<file path="src/rtl/sw_debounce.sv">
`default_nettype none
// ============================================================================
// Module   : sw_debounce
// Brief    : 2-flop synchroniser plus tick-based debounce with edge strobes.
// Revision : 1.0
// ============================================================================
module sw_debounce #(
   parameter int WIDTH        = 4,
   parameter int PRESCALE     = 100000,
   parameter int STABLE_TICKS = 5
) (
   input  logic             clk,
   input  logic             rst_n,
   input  logic [WIDTH-1:0] sw_raw,
   output logic [WIDTH-1:0] sw_db,
   output logic [WIDTH-1:0] sw_rise,
   output logic [WIDTH-1:0] sw_fall,
   output logic             changed
);

   localparam int c_PRE_W = (PRESCALE > 1) ? $clog2(PRESCALE) : 1;
   localparam int c_CNT_W = $clog2(STABLE_TICKS) + 1;
   localparam logic [c_PRE_W-1:0] c_PRE_MAX = c_PRE_W'(PRESCALE - 1);
   localparam logic [c_CNT_W-1:0] c_CNT_MAX = c_CNT_W'(STABLE_TICKS - 1);

   logic [WIDTH-1:0]   r_meta;
   logic [WIDTH-1:0]   r_sync;
   logic [c_PRE_W-1:0] r_pre;
   logic               w_tick;
   logic [c_CNT_W-1:0] r_cnt     [WIDTH];
   logic [c_CNT_W-1:0] w_cnt_nxt [WIDTH];
   logic [WIDTH-1:0]   w_upd;

   assign w_tick = (r_pre == c_PRE_MAX);

   always_ff @(posedge clk or negedge rst_n) begin
      if (!rst_n) begin
         r_meta <= '0;
         r_sync <= '0;
         r_pre  <= '0;
      end else begin
         r_meta <= sw_raw;
         r_sync <= r_meta;
         r_pre  <= w_tick ? '0 : r_pre + c_PRE_W'(1);
      end
   end

   // Any cycle where the input matches the debounced level aborts a pending change.
   always_comb begin
      for (int i = 0; i < WIDTH; i++) begin
         w_upd[i]     = 1'b0;
         w_cnt_nxt[i] = r_cnt[i];
         if (r_sync[i] == sw_db[i]) begin
            w_cnt_nxt[i] = '0;
         end else if (w_tick) begin
            if (r_cnt[i] == c_CNT_MAX) begin
               w_upd[i]     = 1'b1;
               w_cnt_nxt[i] = '0;
            end else begin
               w_cnt_nxt[i] = r_cnt[i] + c_CNT_W'(1);
            end
         end
      end
   end

   always_ff @(posedge clk or negedge rst_n) begin
      if (!rst_n) begin
         for (int i = 0; i < WIDTH; i++) begin
            r_cnt[i] <= '0;
         end
         sw_db   <= '0;
         sw_rise <= '0;
         sw_fall <= '0;
         changed <= 1'b0;
      end else begin
         for (int i = 0; i < WIDTH; i++) begin
            r_cnt[i] <= w_cnt_nxt[i];
         end
         sw_db   <= (sw_db & ~w_upd) | (r_sync & w_upd);
         sw_rise <= w_upd & r_sync;
         sw_fall <= w_upd & ~r_sync;
         changed <= |w_upd;
      end
   end

endmodule
`default_nettype wire

</file>
<file path="config.mk">
export PLATFORM = sky130hd
export DESIGN_NAME = sw_debounce
export DESIGN_NICKNAME = d
export VERILOG_FILES = /design/src/rtl/sw_debounce.sv
export SDC_FILE = /design/constraint.sdc
export NUM_CORES = 1
export LEC_CHECK = 0
export CORE_MARGIN = 8
export CORE_UTILIZATION = 40
export DETAILED_ROUTE_END_ITERATION = 6
export GPL_ROUTABILITY_DRIVEN = 0
export SYNTH_ARGS = -nofsm -noshare
export SYNTH_HDL_FRONTEND = slang
export SYNTH_SLANG_ARGS = --single-unit
</file>
<file path="constraint.sdc">
create_clock -name clk -period 3 [get_ports clk]
set_clock_uncertainty 0.2 [all_clocks]
set_input_delay 0.3 -clock clk [delete_from_list [all_inputs] [get_ports clk]]
set_output_delay 0.3 -clock clk [all_outputs]
set_load 0.05 [all_outputs]
</file>
Word-level counts from Yosys, hierarchy flattened
Index checks and enable logic that the tools add are counted.
W data, S select, Z words.

storage, ports and cells
  flip-flop bits (word level) = 54
  bits of input ports = 6
  output and inout port bits = 13
  word-level logic and storage cells = 61

operators by class
  add/subtract/negate cells = 5
  eq/ne operators = 9
  mux-type cells = 25
  bitwise operators = 6
  reductions and logical operators = 5

operators by type and width
  cell                     number
  $mux W4                  12
  $add A17 B1 Y17 const B  1
  $eq A17 B17 Y1 const B   1
  $mux W17                 1
  $add A4 B1 Y4 const B    4
  $eq A4 B3 Y1 const B     4
  $and A4 B4 Y4            3
  $mux W1                  12
  $not A4 Y4               2
  $reduce_bool A2 Y1       4
  $eq A1 B1 Y1             4
  $or A4 B4 Y4             1
  $reduce_or A4 Y1         1

Depth between registers and ports, before layout
  depth in word-level cells = 7
  mapped depth = 7
  mapped depth without buffers = 6

Least setup slack after synthesis
Ideal clock, no wire load.

  kind = reg-to-reg
  start = register r_pre[0]
  end = register sw_fall[2]
  setup time = 0.095 ns
  data arrival time = 1.598 ns
  data required time = 2.705 ns
  setup slack = 1.106 ns
  stages on the path, launching flop included = 7
  buffers on the path = 1
  period minus slack after synthesis = 1.894 ns
  path through = dfrtp_1 > ha_1 > nor4b_1 > and3_1 > nand4_1 > buf_2 > nor4b_2

on the way
  cells in the longest elaborated chain, start to end = 4

ends and longest elaborated chain
  item                    RTL line  source
  from (decl)             28        logic [c_PRE_W-1:0] r_pre;
  from (signal assigned)  44        r_pre <= w_tick ? '0 : r_pre + c_PRE_W'(1);
  $eq A17 B17 Y1          34        assign w_tick = (r_pre == c_PRE_MAX);
  $mux W1                 55        end else if (w_tick) begin
  $mux W1                 53        if (r_sync[i] == sw_db[i]) begin
  $and A4 B4 Y4           81        sw_fall <= w_upd & ~r_sync;
  to (signal assigned)    81
  to (decl)               17        output logic [WIDTH-1:0] sw_fall,

No other way between the ends.
A chain may end at the register's enable or synchronous reset.

Worst setup path in the final report
  start = register r_pre[0]
  end = register r_cnt[11] (netlist bit)

on the way
  cells in the longest elaborated chain, start to end = 2

ends and longest elaborated chain
  item                             RTL line  source
  $eq A17 B17 Y1                   34
  $reduce_bool A2 Y1 (no line)     n/a
  to (signal, indexed assignment)  77        r_cnt[i] <= w_cnt_nxt[i];
  to (decl)                        30        logic [c_CNT_W-1:0] r_cnt [WIDTH];

No other way between the ends.

==> flow_metrics.py <==
metrics = {
    "critical_path": {
        "rr_worst_depth": 5,
        "critPathKind": "flip-flop to flip-flop",
        "r2r-end": "r_cnt[11]",
        "r2r_setup_slack_ps": 690,
        "cp_common_cell": "and4_1",
        "reg2reg_from": "r_pre[0]",
        "cp_cell_sequence": "ha_1, and4_1, and4_1, nand4_1, mux2_2",
        "cp_max_fo": 14,
        "cp-end-kind": "flip-flop",
        "crit_path_top_delay_cell": "and4_1",
        "cp.arrival_ps": 2300,
        "setup.worst_path.start_class": "flip-flop",
        "cp.required_ps": 2990,
        "slowest_delay_ps": 540,
    },
    "yosys": {
        "yosys_register_bits": 54,
        "ys_top_cells_by_count": "dfrtp_1, nand2_1, inv_1, a21oi_1, nand3_1",
        "synth_nets": 241,
        "syn_area_sq_mm": 0.00248,
        "yosysWarnings": 0,
        "yosysSeqAreaShare_pct": 54.6,
        "netlist_instances": 226,
        "ys_types": 38,
        "ys_async_sr_fraction_pct": 100,
        "synth_edf_count": 0,
        "synth_top_area_share_pct": 54.6,
        "synthTopCellsByArea": "dfrtp_1, ha_1, xnor2_1, nand2_1, xor2_1",
        "synth.most_common_cell": "dfrtp_1",
        "ys.flop_type": "dfrtp_1",
        "avgSynthCellArea_sq_um": 11.0,
        "netlist.top_cell.by_area": "dfrtp_1",
    },
    "clocking": {
        "clk_latency_ps": 300,
        "cts_sinks": 54,
        "cts_hold_buffers": 1,
        "htreeDepth": 2,
        "numCtsBuffers": 5,
        "clkTransAtPathRegs_ps": 100,
        "cts_setup_buffers": 0,
        "cts_resized": 0,
        "cts_buffer_depth": 2,
        "cts_root_buffer": "clkbuf_8",
        "cts_tree": "done",
    },
    "timing": {
        "min_period_ps": 2310,
        "fmax_ghz": 0.434,
        "finalSetupViolations": 0,
        "holdWs_ps": 158,
        "finalSetupTns_ps": 0,
        "timing.final.crit_share_pct": 76.8,
        "drv_slew": 0,
        "maxSlewHeadroom_pct": 49.6,
        "hold_violations": 0,
        "grt_setup_unrepaired": "false",
        "worstMarginPinSlew_ps": 756,
    },
    "layout": {
        "multi_input_area_sq_mm": 0.00104,
        "nets": 267,
        "n_antenna_cell": 0,
        "regArea_sq_mm": 0.00135,
        "layout-drive-gt1-share_pct": 8.30,
        "area_growth_pct": 16.4,
        "final.fill_count": 581,
    },
    "grt": {
        "grt.overflow.total": 0,
        "track_usage_pct": 11.2,
        "grt_max_degree": 35,
        "grt_first_pass_wirelength_um": 8000,
        "grt_pass1_vias": 1682,
        "antenna_found_initial": 0,
    },
    "floorplanning": {
        "die_y_um": 94.7,
        "core_sq_mm": 0.00596,
        "ios": 19,
        "fp-row-count": 28,
        "dieWidth_um": 94.7,
        "initial_core_util_pct": 41.6,
        "die_area_sq_mm": 0.00896,
    },
    "detailed_routing": {
        "final_antenna_net_count": 0,
        "vias": 1753,
        "wl_per_cell_um": 14.3,
        "drc": 0,
        "first_iter_violations": 68,
        "first_pass_iters": 4,
        "vias_per_cell": 5.34,
        "drt_wl_total_um": 4700,
    },
    "min_path": {
        "hp-start": "r_meta[2]",
        "hold_path.class": "flip-flop to flip-flop",
        "whs_path_depth": 0,
        "whs_endpoint": "r_sync[2]",
    },
    "placed_design": {
        "io_buffers": 18,
        "hpwl_um": 3290,
    },
    "power": {
        "vdd_drop_max_mv": 0.403,
        "cellLeakagePower_uw": 0.00122,
        "power.density_mw_per_mm2": 436,
        "power_uw": 1260,
    },
    "outcome": {
        "status": "complete, no violations",
    },
    "run": {
        "drv_cap": 0,
    },
}
[per-layer routing]
metal,GRT usage (%),routed length (um),vias up
met5,0,0,-
met4,3.51,59,0
met2,17.7,2170,24
met3,2.54,178,4
met1,14.9,2290,867
li1,-,-,858
[state kept, by name, indices dropped and copies added (netlist names), named ones only]
register and flops:
changed 1, r_cnt 16, r_meta 4, r_pre 17
r_sync 4, sw_fall 4, sw_rise 4
[power breakdown]
part | internal [uW] | leakage (uW) | switching (uW)
logic | 10.5 | 0.000447 | 21.1
clock network | 248 | 0.0000504 | 239
registers | 733 | 0.000722 | 4.52
[layout make-up]
type	instances	area share [%]
clock buffer	5	2.39
multi-input combinational	151	36.0
clock inverter	3	1.56
tap	75	3.26
inverter	15	1.95
timing repair buffer	25	7.99
sequential	54	46.9
[cells in the final DEF, fill, tap and decap left out, types with 5 or more instances in the layout]
cell             instances
a21oi_1                 12
ha_1                     9
dfrtp_1                 54
nor4b_1                  5
clkdlybuf4s50_1         17
nor2_1                   9
nand3_1                 11
nand2_1                 20
nor4_1                   5
xor2_1                   8
xnor2_1                 10
inv_1                   15
buf_4                    6
o31ai_1                  5
nand4_1                 10
clkbuf_8                 5
o21ai_0                  8
[cells by family after synthesis]
group           synth area share [%]
fa+ha+maj                       4.55
buf+inv                         3.59
simple gates                    21.9
xor+xnor                        6.37
flops                           54.6
mux                             1.67
compound gates                  7.33
[worst max-delay path by stage]
stage	start	to	slack, ps	depth (start not counted)
2_1_floorplan	r_pre[0]	sw_fall[2]	1110	6
3_3_place_gp	r_pre[0]	r_cnt[11]	790	5
3_5_place_dp	r_pre[0]	r_cnt[11]	710	5
4_1_cts	r_pre[0]	r_cnt[11]	700	5
5_1_grt	r_pre[0]	r_cnt[11]	510	5
6_report	r_pre[0]	r_cnt[11]	690	5
[critical path: cells and delay by family (launching register included)]
family / cells / cell delay, ps
and+or+nand+nor: 3 / 950
DFF: 1 / 430
muxes: 1 / 290
adders and majority gates: 1 / 310
[metrics by stage]
| step | worst slack, ps | instance area (sq um) | std cells | util [%] |
|---|---|---|---|---|
| after floorplan | 1110 | 2480 | 226 | - |
| after global placement | 793 | 2760 | 319 | 46.3 |
| after detailed placement | 715 | 2760 | 319 | 46.3 |
| after CTS | 697 | 2880 | 328 | 48.4 |
| after global routing | 506 | 2880 | 328 | 48.4 |
| final | 695 | 2880 | 328 | 48.4 |
(Power assumes the default switching activity.)
